--- config.mk ---
export PLATFORM = sky130hd
export DESIGN_NAME = fifo_serial_tx_flat
export DESIGN_NICKNAME = d
export VERILOG_FILES = /design/src/rtl/fifo_serial_tx_if.sv /design/src/rtl/fifo_serial_tx.sv /design/src/flat_wrapper.sv
export SDC_FILE = /design/constraint.sdc
export NUM_CORES = 1
export LEC_CHECK = 0
export ABC_AREA = 1
export CAP_MARGIN = 25
export CORE_AREA = 2 2 46 48
export CTS_BUF_LIST = sky130_fd_sc_hd__clkbuf_4
export CTS_CLUSTER_SIZE = 28
export DETAILED_ROUTE_END_ITERATION = 10
export DIE_AREA = 0 0 48 50
export PLACE_DENSITY = 0.66
export SLEW_MARGIN = 20
export SYNTH_ARGS = -nofsm -noshare
export SYNTH_HDL_FRONTEND = slang
export SYNTH_SLANG_ARGS = --single-unit
export TNS_END_PERCENT = 10
--- constraint.sdc ---
create_clock -name clk -period 2 [get_ports clk]
set_input_delay 0.4 -clock clk [delete_from_list [all_inputs] [get_ports clk]]
set_output_delay 0.4 -clock clk [all_outputs]
set_load 0.005 [all_outputs]
--- src/rtl/fifo_serial_tx_if.sv ---
// FIFO read port as seen by a serial consumer: empty flag and data in, pop strobe out.
// The master is the consumer that issues pops; the slave is the FIFO side.
interface fifo_serial_tx_if #(
  parameter int DATA_W = 4
);
  logic              fifo_empty;
  logic [DATA_W-1:0] fifo_read_data;
  logic              fifo_read_en;

  modport master (
    input  fifo_empty,
    input  fifo_read_data,
    output fifo_read_en
  );

  modport slave (
    output fifo_empty,
    output fifo_read_data,
    input  fifo_read_en
  );
endinterface

--- src/rtl/fifo_serial_tx.sv ---
// Pops words from a FIFO and serializes each as start(0), DATA_W bits LSB first, stop(1).
// Consecutive frames run back to back: the next pop happens in the last STOP cycle.
module fifo_serial_tx #(
  parameter int DATA_W       = 4,
  parameter int CLKS_PER_BIT = 4
) (
  input  logic                   clk,
  input  logic                   rstN,
  input  logic                   tx_en,
  fifo_serial_tx_if.master       fifo_rd,
  output logic                   tx_line,
  output logic                   busy,
  output logic                   frame_done
);

  localparam int TICK_W = $clog2(CLKS_PER_BIT);
  localparam int IDX_W  = (DATA_W > 1) ? $clog2(DATA_W) : 1;
  localparam logic [TICK_W-1:0] LAST_TICK = TICK_W'(CLKS_PER_BIT - 1);
  localparam logic [IDX_W-1:0]  LAST_IDX  = IDX_W'(DATA_W - 1);

  typedef enum logic [1:0] {IDLE, START, DATA, STOP} state_e;

  state_e              state_q, state_d;
  logic [TICK_W-1:0]   tick_q, tick_d;
  logic [IDX_W-1:0]    idx_q, idx_d;
  logic [DATA_W-1:0]   shift_q, shift_d;
  logic                tx_line_q, tx_line_d;
  logic                frame_done_q, frame_done_d;
  logic                last_tick;
  logic                pop;

  assign last_tick = (tick_q == LAST_TICK);
  assign pop = tx_en && !fifo_rd.fifo_empty &&
               ((state_q == IDLE) || ((state_q == STOP) && last_tick));
  // The strobe is gated by reset so the FIFO never loses a word while we are held in reset.
  assign fifo_rd.fifo_read_en = pop && rstN;

  assign tx_line    = tx_line_q;
  assign frame_done = frame_done_q;
  assign busy       = (state_q != IDLE);

  always_comb begin
    // NOTE: every variable gets a default first so no path leaves one unassigned (no latches).
    state_d = state_q;
    tick_d  = tick_q;
    idx_d   = idx_q;
    shift_d = shift_q;

    case (state_q)
      IDLE: begin
        tick_d = '0;
        if (pop) begin
          shift_d = fifo_rd.fifo_read_data;
          state_d = START;
        end
      end
      START: begin
        tick_d = last_tick ? '0 : tick_q + 1'b1;
        if (last_tick) begin
          state_d = DATA;
          idx_d   = '0;
        end
      end
      DATA: begin
        tick_d = last_tick ? '0 : tick_q + 1'b1;
        if (last_tick) begin
          shift_d = shift_q >> 1;
          idx_d   = (idx_q == LAST_IDX) ? '0 : idx_q + 1'b1;
          if (idx_q == LAST_IDX) state_d = STOP;
        end
      end
      STOP: begin
        tick_d = last_tick ? '0 : tick_q + 1'b1;
        if (last_tick) begin
          if (pop) begin
            shift_d = fifo_rd.fifo_read_data;
            state_d = START;
          end else begin
            state_d = IDLE;
          end
        end
      end
      default: state_d = IDLE;
    endcase

    // Line and done flag are registered, so derive them from the state we are entering.
    case (state_d)
      START:   tx_line_d = 1'b0;
      DATA:    tx_line_d = shift_d[0];
      default: tx_line_d = 1'b1;
    endcase
    frame_done_d = (state_d == STOP) && (tick_d == LAST_TICK);
  end

  // NOTE: sequential state uses non-blocking assignments so all registers update together.
  always_ff @(posedge clk) begin
    if (!rstN) begin
      state_q      <= IDLE;
      tick_q       <= '0;
      idx_q        <= '0;
      shift_q      <= '0;
      tx_line_q    <= 1'b1;
      frame_done_q <= 1'b0;
    end else begin
      state_q      <= state_d;
      tick_q       <= tick_d;
      idx_q        <= idx_d;
      shift_q      <= shift_d;
      tx_line_q    <= tx_line_d;
      frame_done_q <= frame_done_d;
    end
  end

endmodule
--- src/flat_wrapper.sv ---
// flat-port wrapper written by rule: the top's interface ports become plain ports
module fifo_serial_tx_flat 
#(
  parameter int DATA_W       = 4,
  parameter int CLKS_PER_BIT = 4
)
  (clk, rstN, tx_en, tx_line, busy, frame_done, fifo_rd_fifo_empty, fifo_rd_fifo_read_data, fifo_rd_fifo_read_en);
  fifo_serial_tx_if #(.DATA_W(DATA_W)) fifo_rd_i ();
  input  logic clk;
  input  logic rstN;
  input  logic tx_en;
  output logic tx_line;
  output logic busy;
  output logic frame_done;
  input wire logic [$bits(fifo_rd_i.fifo_empty)-1:0] fifo_rd_fifo_empty;
  input wire logic [$bits(fifo_rd_i.fifo_read_data)-1:0] fifo_rd_fifo_read_data;
  output wire logic [$bits(fifo_rd_i.fifo_read_en)-1:0] fifo_rd_fifo_read_en;
  assign fifo_rd_i.fifo_empty = fifo_rd_fifo_empty;
  assign fifo_rd_i.fifo_read_data = fifo_rd_fifo_read_data;
  assign fifo_rd_fifo_read_en = fifo_rd_i.fifo_read_en;
  fifo_serial_tx #(.DATA_W(DATA_W), .CLKS_PER_BIT(CLKS_PER_BIT)) u_core (.clk(clk), .rstN(rstN), .tx_en(tx_en), .fifo_rd(fifo_rd_i), .tx_line(tx_line), .busy(busy), .frame_done(frame_done));
endmodule
---- Yosys cells after proc, flatten, opt, wreduce, memory -nomap -nowiden ----
Index checks and enable logic that the tools add are counted.
word-level totals
  register bits ........................... 12
  bits in latches ......................... 0
  memory bits (writable) .................. 0
  ROM bits ................................ 0
  bits of input ports ..................... 8
  output and inout bits ................... 4
  word-level logic and storage cells ...... 53
  memories ................................ 0
operators by class
  $add $sub $neg .......................... 2
  $mul .................................... 0
  divide/modulo/power cells ............... 0
  order comparisons ....................... 0
  eq/ne operators ......................... 12
  shifts and indexed selects .............. 0
  muxes and demuxes ....................... 18
  bitwise gates (word level) .............. 0
  reduce and logical (&&, ||, !) cells .... 14
operators with widths
  cell                                                    count
  two-way mux 2 bit                                       9
  equality test 2 bit (second input constant)             7
  two-way mux 4 bit                                       3
  case mux 4 bit (3 select lines)                         1
  case mux 2 bit (2 select lines)                         2
  case mux 2 bit (4 select lines)                         1
  inequality test 2 x 1 -> 1 bit (second input constant)  3
  AND reduction 3 bit                                     2
  logical AND 1 bit                                       5
  adder 2 x 1 -> 2 bit (second input constant)            2
  equality test 2 x 1 -> 1 bit (second input constant)    2
  nonzero test 2 bit                                      2
  nonzero test 3 bit                                      1
  OR reduction 3 bit                                      1
  logical NOT 2 bit                                       1
  case mux 1 bit (2 select lines)                         1
  logical NOT 1 bit                                       1
  logical OR 1 bit                                        1
  two-way mux 1 bit                                       1

---- Logic depth before layout (Yosys ltp) ----
  depth in word-level cells ............... 9
  gate-level depth with buffers ........... 11
  depth with buffers taken out ............ 11

---- Worst setup path before layout ----
Ideal clock, no wire load.
  kind .................................... flip-flop to flip-flop
  from .................................... register u_core.state_q[1]
  to ...................................... register u_core.tx_line_q (netlist: u_core.tx_line)
  setup time .............................. 0.120 ns
  arrival time ............................ 1.333 ns
  data required time ...................... 1.880 ns
  setup slack ............................. 0.547 ns
  stages on the path, launching flop included .. 11
  path buffers ............................ 0
  clock period less this slack ............ 1.453 ns
  cells stage by stage .................... dfxtp_1 > inv_1 > ha_1 > nor2_4 > nand3_1 > nand2_1 > nand2_2 > nand2_2 > nand2_1 > nand2_1 > nand3_1
between the ends
  word-level cells in the longest chain between the ends .. 9
  elaborated cells on any way between the ends .. 20
  those cells by class .................... eq/ne (5); mux (11); reduce/logical (4)
ends and longest elaborated chain
  element                                                                     RTL line                                    text
  start, declared                                                             fifo_serial_tx.sv:23                        state_e state_q, state_d;
  start signal, assigned                                                      fifo_serial_tx.sv:105                       state_q <= state_d;
  equality test 2 bit                                                         fifo_serial_tx.sv:34, fifo_serial_tx.sv:49
  logical AND 1 bit                                                           fifo_serial_tx.sv:34                        ((state_q == IDLE) || ((state_q == STOP) && last_tick));
  logical OR 1 bit                                                            fifo_serial_tx.sv:34
  logical AND 1 bit                                                           fifo_serial_tx.sv:33                        assign pop = tx_en && !fifo_rd.fifo_empty &&
  two-way mux 1 bit                                                           fifo_serial_tx.sv:75                        if (pop) begin
  two-way mux 2 bit                                                           fifo_serial_tx.sv:74                        if (last_tick) begin
  case mux 2 bit (4 select lines)                                             fifo_serial_tx.sv:49                        case (state_q)
  equality test 2 bit / equality test 2 x 1 -> 1 bit (equally long branches)  fifo_serial_tx.sv:87                        case (state_d)
  case mux 1 bit (2 select lines) *                                           fifo_serial_tx.sv:87
  end signal, assigned                                                        fifo_serial_tx.sv:109                       tx_line_q <= tx_line_d;
  end, declared                                                               fifo_serial_tx.sv:27                        logic tx_line_q, tx_line_d;
Every way passes the cells marked *; elsewhere a longest branch is shown, timed or not. The select of a mux whose other input is x is not followed.
A chain may end at the register's enable or synchronous reset.

---- Final worst setup path ----
  from .................................... register u_core.state_q[0]
  to ...................................... output busy
between the ends
  word-level cells in the longest chain between the ends .. 1
ends and longest elaborated chain
  element             RTL line              text
  nonzero test 2 bit  fifo_serial_tx.sv:40  assign busy = (state_q != IDLE);
  end, declared       flat_wrapper.sv:13    output logic busy;
No other way between the ends.

==> parameters.txt <==
Parameter                              Value

Clocking
  CTS root buffer    clkbuf_4
  CTS H-tree depth    1
  CTS Hold Buffers Added    0
  Cts bufs inserted    3
  Number of buffers on the longest clock path    2
  Clock Sinks    12
  CTS tree    yes
  Clock Latency Late Sink    around 270 ps
  Clock edge transition at the registers on the reported setup and hold paths    roughly 70 ps

Worst setup path
  Data arrival time of the critical path    about 1500 ps
  Slowest library cell on the worst path    clkdlybuf4s50_1
  Maximum fanout encountered on the critical timing path    3
  Count of buffering cells on the critical path with inverters included    3
  Kind of capture point of the worst setup path    primary output
  Slowest Stage Delay on Critical Path    around 510 ps
  Kind of start point of the critical path    flop
  Critical path data required time    1600 ps
  Start-to-end type of the worst setup path    flop to primary output
  Cell breakdown of the critical path    inv_1 -> ha_1 -> inv_1 -> clkdlybuf4s50_1
  Most used cell, CP    inv_1
  Family with the most delay on the worst path    buffers and inverters

Synthesis
  Cell Area, Synth    813 sq um
  Mean post-synth cell area    between 6 and 7 sq um
  Complex-gate fraction of the synthesized area    0.0769
  Distinct cell type count after synthesis    26
  Largest family of logic cells by synthesized area    simple AND/OR/NAND/NOR gates
  Net count after synthesis    roughly 130
  Adder-Cell Fraction of Synth Area    0.108
  Biggest area consumer among synthesized cells    dfxtp_1
  Sequential element share of the synthesized area    0.295
  Yosys top cell area share    0.295
  Simple-gate share of the synthesized area    0.428
  Largest cells by area after synthesis    dfxtp_1 30%, nand2_1 12%, ha_1 11%, nor2_1 6.9%, nand3_1 6.8%
  Portion of netlist area occupied by mux cells    0
  Xor/xnor cell area share of the yosys netlist    0
  Mapped Cells    approximately 120
  Yosys Warn Count    0
  Count of state elements after synthesis    12

STA
  Slew at the pin with the worst max-slew slack    approximately 370 ps
  Fin worst setup slack    around 120 ps
  Final setup viols    0
  Fin. max-slew vios    0
  Total negative slack for setup checks    0 ps
  Post-route clock skew    6.28 ps
  Remaining max-slew budget at the tightest pin    0.749
  Hold violation total from the final report    0
  Timing-limited maximum frequency    about 530 MHz
  Minimum clock period after layout    1880 ps
  Unrepaired setup endpoints after global routing    no
  Period utilisation layout    0.942
  Tightest hold margin    ~460 ps

Outcome
  Status    completed

Finish
  Layout cells sized above 1    0.234
  Antenna diodes    0
  Fill count    197
  # nets final    roughly 150
  Commonest non-fill, non-tap cells in the layout    26 x nand2_1, 15 x nor2_1, 12 x inv_1, 11 x nand3_1
  Commonest non-fill, non-tap cell in the layout    nand2_1
  Storage cell area    ~240 sq um
  Area of all placed cells without fillers    slightly above 0.001 sq mm
  Area of the multi-input gates    roughly 500 sq um
  Layout Area Growth over Synthesis    26.6%

Route
  DRC violation count after routing    0
  Total number of vias    roughly 760
  Average wire per standard cell    ~11 microns
  Drt via density    about 4.6
  DRT Pass-1 Iters    4
  DR iter-0 viols    11
  Number of nets still failing antenna checks after routing    0
  Wirelength, routed    1.74 mm

Placement
  Port-buffer cells    11
  Worst-case setup slack after placement    -145 ps
  Estimated wirelength of the detail-placed design    1.36 mm
  Global placement routability congestion    between 0.7 and 0.8
  Placed instance area    a little under 0.001 sq mm

GRT
  Aggregate global routing overflow    0
  First-pass GRT wire length    about 3.0 mm
  Largest net degree at the start of global routing    9
  Global-route usage over all layers    0.175
  Number of antenna violations at the first check in global routing    0
  Number of global-route vias before repair    roughly 770

Power
  Total power per unit cell area    roughly 1000 mW/mm^2
  Leakage power    between 0.4 and 0.5 nW
  IR Drop Worst-Case VDD    just under 0.5 mV
  PnR Total Power    0.00102 W

Floorplan
  Die X    48 microns
  Starting density of the core    0.428
  Full die area    ~0.0024 sq mm
  Row count    16
  Number of top-level pins    12
  Die Height    ~50 microns
  Core region area    0.00190 sq mm

Worst hold path
  Kind of path behind the tightest hold check    flop to flop

Run
  Number of max-capacitance violations reported    0
[synthesized netlist by cell type (all sizes together)]
| cell | n |
|---|---|
| a21oi | 4 |
| nor2 | 17 |
| and3 | 1 |
| nand4 | 1 |
| or2 | 1 |
| a31oi | 1 |
| nor3 | 2 |
| inv | 15 |
| a211oi | 1 |
| nor4 | 1 |
| o21ai | 5 |
| nand3 | 12 |
| buf | 2 |
| ha | 7 |
| dfxtp | 12 |
| nand2 | 35 |
[metal layers]
layer | global-route usage | vias to the layer above | share of wire
li1 | - | 411 | -
met1 | 0.194 | 337 | 0.45
met2 | 0.309 | 11 | 0.51
met3 | 0.0440 | 2 | 0.026
met4 | 0.0541 | 0 | 0.0058
met5 | 0 | - | 0
[report_power, final]
part	switching (W)	internal, W	total [W]
Clock	0.0000752	0.0000696	0.000145
Sequential	0.0000408	0.000302	0.000343
Combinational	0.000313	0.000224	0.000537
[flip-flops by register name (all words and copies together), names as in the netlist]
signal / flops
u_core.frame_done: 1
u_core.idx_q: 2
u_core.shift_q: 4
u_core.state_q: 2
u_core.tick_q: 2
u_core.tx_line: 1
[path summary, 6_finish.rpt]
kind | start | to | slack [ps] | cells past startpoint
min | u_core.tick_q[0] | u_core.tick_q[0] | 460 | 1
max reg2reg | u_core.state_q[0] | u_core.tx_line | 320 | 11
min reg2reg | u_core.tick_q[0] | u_core.tick_q[0] | 460 | 1
max | u_core.state_q[0] | busy | 120 | 4
[kinds of logic after synthesis]
family / after synthesis
AO/OA/AOI/OAI: 11
adder cells (fa/ha/maj): 7
flip-flops: 12
AND/OR/NAND/NOR: 70
buffers and inverters: 17
[cell type report]
| type | count | area share |
|---|---|---|
| Tap cell | 27 | 0.0328 |
| Clock buffer | 3 | 0.0219 |
| Multi-Input combinational cell | 88 | 0.491 |
| Timing Repair Buffer | 19 | 0.164 |
| Sequential cell | 12 | 0.236 |
| Inverter | 15 | 0.0547 |
[metrics by stage]
stage | util | cells
3_3_place_gp | 0.521 | 160
4_1_cts | 0.540 | 164
2_1_floorplan | - | 117
5_1_grt | 0.541 | 164
3_5_place_dp | 0.521 | 160
6_report | 0.541 | 164
[worst register-to-register path, cell delays in order (launching register included)]
cell	delay, ps
dfxtp_2	350
inv_1	60
buf_4	150
ha_1	330
nor2_4	170
nand3_1	90
nand2_1	80
nand2_2	60
nand2_2	100
nand2_1	60
nand2_1	60
nand3_1	50
[what timing repair did]
action / 4_1_cts / 5_1_grt
setup buffers: 1 / 0
setup endpoints to repair: 1 / 1
gates resized for setup: 4 / 2
pin swaps: 1 / 0
No activity file was read; power rests on OpenSTA's default activity.
==> variant 1: new RTL, same settings <==
`DATA_W` is set to 4 in 3 places; all go to 2.
--- a/src/rtl/fifo_serial_tx_if.sv
+++ b/src/rtl/fifo_serial_tx_if.sv
@@ -1,7 +1,7 @@
 // FIFO read port as seen by a serial consumer: empty flag and data in, pop strobe out.
 // The master is the consumer that issues pops; the slave is the FIFO side.
 interface fifo_serial_tx_if #(
-  parameter int DATA_W = 4
+  parameter int DATA_W = 2
 );
   logic              fifo_empty;
   logic [DATA_W-1:0] fifo_read_data;
--- a/src/rtl/fifo_serial_tx.sv
+++ b/src/rtl/fifo_serial_tx.sv
@@ -1,7 +1,7 @@
 // Pops words from a FIFO and serializes each as start(0), DATA_W bits LSB first, stop(1).
 // Consecutive frames run back to back: the next pop happens in the last STOP cycle.
 module fifo_serial_tx #(
-  parameter int DATA_W       = 4,
+  parameter int DATA_W       = 2,
   parameter int CLKS_PER_BIT = 4
 ) (
   input  logic                   clk,
--- a/src/flat_wrapper.sv
+++ b/src/flat_wrapper.sv
@@ -1,7 +1,7 @@
 // flat-port wrapper written by rule: the top's interface ports become plain ports
 module fifo_serial_tx_flat 
 #(
-  parameter int DATA_W       = 4,
+  parameter int DATA_W       = 2,
   parameter int CLKS_PER_BIT = 4
 )
   (clk, rstN, tx_en, tx_line, busy, frame_done, fifo_rd_fifo_empty, fifo_rd_fifo_read_data, fifo_rd_fifo_read_en);
Ports: changed (resized fifo_rd_fifo_read_data); port bits go from 12 to 10. No check against the original RTL was run, so the function may have changed too.
==> variant 1 against the original RTL <==
Worst setup slack improved by 0.066 ns; total power fell by 60%; first-iteration DRC count fell by 36%; critical path depth rose by 2; routed wire length fell by 33%; worst hold slack improved by 0.063 ns; area after synthesis fell by 37%; core utilization fell by 18 points; sequential cell count fell by 3; cell area fell by 32%; global-route usage fell by 5.7 points; critical path type is now in -> out; critical endpoint is now fifo_rd_fifo_read_en.
==> variant 1: results (changes against the original RTL) <==
=================================================================================================================
Status                                                                                               finished clean   unchanged
Crit path max fanout                                                                                            4   was 3
Placed instance area                                                                                      649 µm²   was 991 µm²
Register-to-register path setup slack                                                                     0.55 ns   was 0.32 ns
Uppermost layer routed                                                                                       met4   unchanged
DRT iter0 DRCs                                                                                                  7   was 11
Arithmetic-cell share of the synthesized area counting full adders, half adders and majority gates          2.43%   was 10.8%
Number of setup buffers added after CTS                                                                         0   was 1
Top cells by instance count after synthesis                                                          sky130_fd_sc_hd__nand2_1 (20), sky130_fd_sc_hd__inv_1 (12), sky130_fd_sc_hd__nor2_1 (10)   was sky130_fd_sc_hd__nand2_1 (26), sky130_fd_sc_hd__nor2_1 (15), sky130_fd_sc_hd__inv_1 (13)
Share of final-layout standard cells stronger than drive strength 1                                         21.1%   was 23.4%
Worst IR Drop VDD                                                                                        0.371 mV   was 0.492 mV
Fill cell total of the finished layout                                                                        204   was 197
Wl on met1                                                                                                 544 µm   was 787 µm
DP Wirelength                                                                                              941 µm   was 1360 µm
Ranking of synthesized cells by area                                                                 sky130_fd_sc_hd__dfxtp_1 (35%), sky130_fd_sc_hd__nand2_1 (15%), sky130_fd_sc_hd__inv_1 (8.7%)   was sky130_fd_sc_hd__dfxtp_1 (30%), sky130_fd_sc_hd__nand2_1 (12%), sky130_fd_sc_hd__ha_1 (11%)
Post-layout nets                                                                                              103   was 154
Met3 usage                                                                                                  4.76%   was 4.40%
Transition time at the pin with the least slew margin                                                    0.250 ns   was 0.374 ns
Fraction of met1 tracks used by global routing                                                              15.5%   was 19.4%
Met3 routed WL                                                                                              90 µm   was 45 µm
Compound-Gate Fraction of Synth Area                                                                        7.04%   was 7.69%
Length of routed met2 wiring                                                                               515 µm   was 895 µm
Total routed wirelength                                                                                   1170 µm   was 1740 µm
Diodes inserted                                                                                                 0   unchanged
Depth of the worst hold-timing path                                                                             2   was 1
Worst Reg2Reg Path Length in Cells                                                                             10   was 11
Number of buffers added on ports                                                                                9   was 11
Lkg Pwr                                                                                                  0.310 nW   was 0.490 nW
Sequential fraction of the synthesis area                                                                   35.0%   was 29.5%
Number of distinct library cells after synthesis                                                               19   was 26
Maximum number of pins on one net before global-route repair                                                    8   was 9
Final-layout worst hold slack                                                                            0.522 ns   was 0.460 ns
Post-route clock skew                                                                                  0.00288 ns   was 0.00628 ns
Met2 track demand over resource                                                                             16.4%   was 30.9%
Number of global-route vias before repair                                                                     495   was 768
Global placer's final weighted congestion                                                                   0.854   was 0.764
=================================================================================================================
## variant 1: area by class of cell
cell class	count	area, µm²	share of cell area [%]
Multi-Input combinational cell	55	293	42.0
Sequential cell	9	180	25.9
Timing Repair Buffer	11	100	14.4
Inverter	16	60.1	8.62
Tap cell	27	33.8	4.85
Clock buffer	4	30.0	4.31
## variant 1: report_power, final
| group | leakage [nW] | switching (mW) | total, mW | internal (mW) |
|---|---|---|---|---|
| Sequential | 0.0734 | 0.00556 | 0.191 | 0.186 |
| Combinational | 0.219 | 0.0340 | 0.0629 | 0.0289 |
| Clock | 0.0184 | 0.0637 | 0.154 | 0.0905 |
## variant 1: kinds of logic (layout without fill, tap and decap cells)
| logic type | Yosys count | count (layout) |
|---|---|---|
| DFF | 9 | 9 |
| and+or+nand+nor | 48 | 48 |
| AOI/OAI and AO/OA | 6 | 6 |
| buffers and inverters | 17 | 31 |
| adders and majority gates | 1 | 1 |
## variant 1: worst max-delay path, stage by stage
cell,delay [ns]
sky130_fd_sc_hd__clkdlybuf4s50_1,0.47
sky130_fd_sc_hd__inv_1,0.07
sky130_fd_sc_hd__nor2_4,0.16
sky130_fd_sc_hd__nand3_4,0.09
sky130_fd_sc_hd__nor2_2,0.11
sky130_fd_sc_hd__clkbuf_2,0.11
## variant 1: metrics by stage
step           instances  util, %  setup WS (ns)  TNS, ns
5_1_grt              122     36.6         0.0769        0
3_3_place_gp         118     34.1         -0.233   -0.233
6_report             122     36.6          0.182        0
3_5_place_dp         118     34.1         -0.346   -0.346
2_1_floorplan         81        -          0.670        0
4_1_cts              122     36.3         0.0798        0
## variant 1: final timing paths
path                     from                   end
max                     tx_en  fifo_rd_fifo_read_en
max reg2reg  u_core.tick_q[0]        u_core.tx_line
min reg2reg      u_core.idx_q          u_core.idx_q
min              u_core.idx_q          u_core.idx_q
==> variant 2: new RTL, same flow settings <==
Made on the original files. Take the reset off `shift_q` and load it in a clocked block of its own.
--- a/src/rtl/fifo_serial_tx.sv
+++ b/src/rtl/fifo_serial_tx.sv
@@ -98,17 +98,19 @@
       state_q      <= IDLE;
       tick_q       <= '0;
       idx_q        <= '0;
-      shift_q      <= '0;
       tx_line_q    <= 1'b1;
       frame_done_q <= 1'b0;
     end else begin
       state_q      <= state_d;
       tick_q       <= tick_d;
       idx_q        <= idx_d;
-      shift_q      <= shift_d;
       tx_line_q    <= tx_line_d;
       frame_done_q <= frame_done_d;
     end
   end
 
+  always_ff @(posedge clk) begin
+    shift_q <= shift_d;
+  end
+
 endmodule
Check against the original RTL: same outputs for any inputs over 10 cycles, from zero or initial values and one cycle with rstN low; that may be too few to reach the edited logic, so the function may still have changed.
==> variant 2 against the original RTL <==
Count of clock-buffer cells in the layout did not move; register-to-register slack gained 0.02 ns; routed wire length increased by 4.6%; worst setup slack improved by 0.022 ns; area after synthesis rose by 6.2%; cell area increased by 9.4%; sequential cell count unchanged; critical path type unchanged; critical endpoint is now fifo_rd_fifo_read_en.
Power is not compared: it rests on default switching activity, and its combinational part moved more than twofold at a synthesized area within 25%.
==> variant 2: results (changes against the original RTL) <==
===========================================================================
Non-clk invs                                                             18   was 15
Vias                                                                    766   was 761
Wire length of the first global-routing pass                        3150 µm   was 2980 µm
Post-route clock skew                                            0.00771 ns   was 0.00628 ns
Multi-input logic portion of the cell area                            45.6%   was 49.1%
Seq area share                                                        24.7%   was 23.6%
Clock buffer and inverter area fraction after layout                  2.33%   was 2.19%
Ranking of synthesized cells by area                           sky130_fd_sc_hd__dfxtp_1 (21%), sky130_fd_sc_hd__edfxtp_1 (10%), sky130_fd_sc_hd__ha_1 (10%)   was sky130_fd_sc_hd__dfxtp_1 (30%), sky130_fd_sc_hd__nand2_1 (12%), sky130_fd_sc_hd__ha_1 (11%)
Status                                                         finished clean   unchanged
Number of setup buffers added after CTS                                   0   was 1
Number of global-route vias before repair                               779   was 768
Fraction of cell area in non-clock buffers                            17.2%   was 16.4%
Number of distinct library cells after synthesis                         24   was 26
Top cells by instance count after synthesis                    sky130_fd_sc_hd__nand2_1 (21), sky130_fd_sc_hd__inv_1 (12), sky130_fd_sc_hd__nand3_1 (12), sky130_fd_sc_hd__nor2_1 (12), sky130_fd_sc_hd__dfxtp_1 (9)   was sky130_fd_sc_hd__nand2_1 (26), sky130_fd_sc_hd__nor2_1 (15), sky130_fd_sc_hd__inv_1 (13)
End point of the most critical hold path                       u_core.idx_q[1]   was u_core.tick_q[0]
Cell with the largest stage delay on the worst path            sky130_fd_sc_hd__dfxtp_4   was sky130_fd_sc_hd__clkdlybuf4s50_1
Longest individual stage delay on the worst path                    0.37 ns   was 0.51 ns
Arr. time, crit path                                                1.46 ns   was 1.48 ns
Launch point of the worst hold path                            u_core.idx_q[1]   was u_core.tick_q[0]
Post-Syn Nets                                                           129   was 132
Gr usage total                                                        18.5%   was 17.5%
Pre-CTS worst setup slack                                         -0.103 ns   was -0.145 ns
Register-to-register path setup slack                               0.34 ns   was 0.32 ns
Met2 track demand over resource                                       30.4%   was 30.9%
Placed instance area                                               1080 µm²   was 991 µm²
Sequential fraction of the synthesis area                             31.3%   was 29.5%
Plain + repair buffers                                                   22   was 19
Fill cell total of the finished layout                                  180   was 197
Final Util                                                            59.2%   was 54.1%
Maximum number of pins on one net before global-route repair             10   was 9
Post-layout nets                                                        155   was 154
===========================================================================
## variant 2: cell count changes in the layout (fill, tap and decap cells not counted), sizes merged, moves of 2 or more
| cell | delta |
|---|---|
| nand2 | -2 |
| nor2 | -4 |
| edfxtp | +3 |
| buf | +3 |
| inv | +2 |
| dfxtp | -3 |
## variant 2: through the flow
step           cells  hold WS, ns
4_1_cts          166        0.481
6_report         166        0.474
2_1_floorplan    114        0.448
3_3_place_gp     162        0.453
5_1_grt          166        0.520
3_5_place_dp     162        0.471
## variant 2: cell families after synthesis
logic type               Yosys count  share of synthesized area, %
AO/OA/AOI/OAI                     11                          7.25
AND/OR/NAND/NOR                   65                          40.6
adder cells (fa/ha/maj)            7                          10.1
buffers and inverters             19                          10.7
flip-flops                        12                          31.3
## variant 2: what timing repair did
item / in CTS / in global routing
setup endpoints to repair: 2 / 1
pin swaps: 1 / 0
resized for setup: 8 / 2
## variant 2: how the worst max path moves through the flow
stage                     cells after the start  slack [ns]               from                    to
after floorplan                              12        0.53  u_core.state_q[0]        u_core.tx_line
after global placement                        6       -0.10              tx_en  fifo_rd_fifo_read_en
after detailed placement                      6       -0.10              tx_en  fifo_rd_fifo_read_en
after CTS                                     4        0.03  u_core.state_q[1]                  busy
after global routing                          7        0.01  u_core.state_q[1]  fifo_rd_fifo_read_en
final                                         7        0.14  u_core.state_q[1]  fifo_rd_fifo_read_en
## variant 2: layer usage
layer | part of all wire, % | wire, µm | vias up
li1 | - | - | 415
met5 | 0 | 0 | -
met4 | 1.7 | 31 | 0
met3 | 2.6 | 47 | 6
met1 | 47 | 861 | 329
met2 | 48 | 877 | 16
## variant 2: report_power, final
group          internal (mW)  switching, mW  total, mW
Clock                 0.0721         0.0768      0.149
Sequential             0.277         0.0136      0.291
Combinational         0.0816         0.0874      0.169
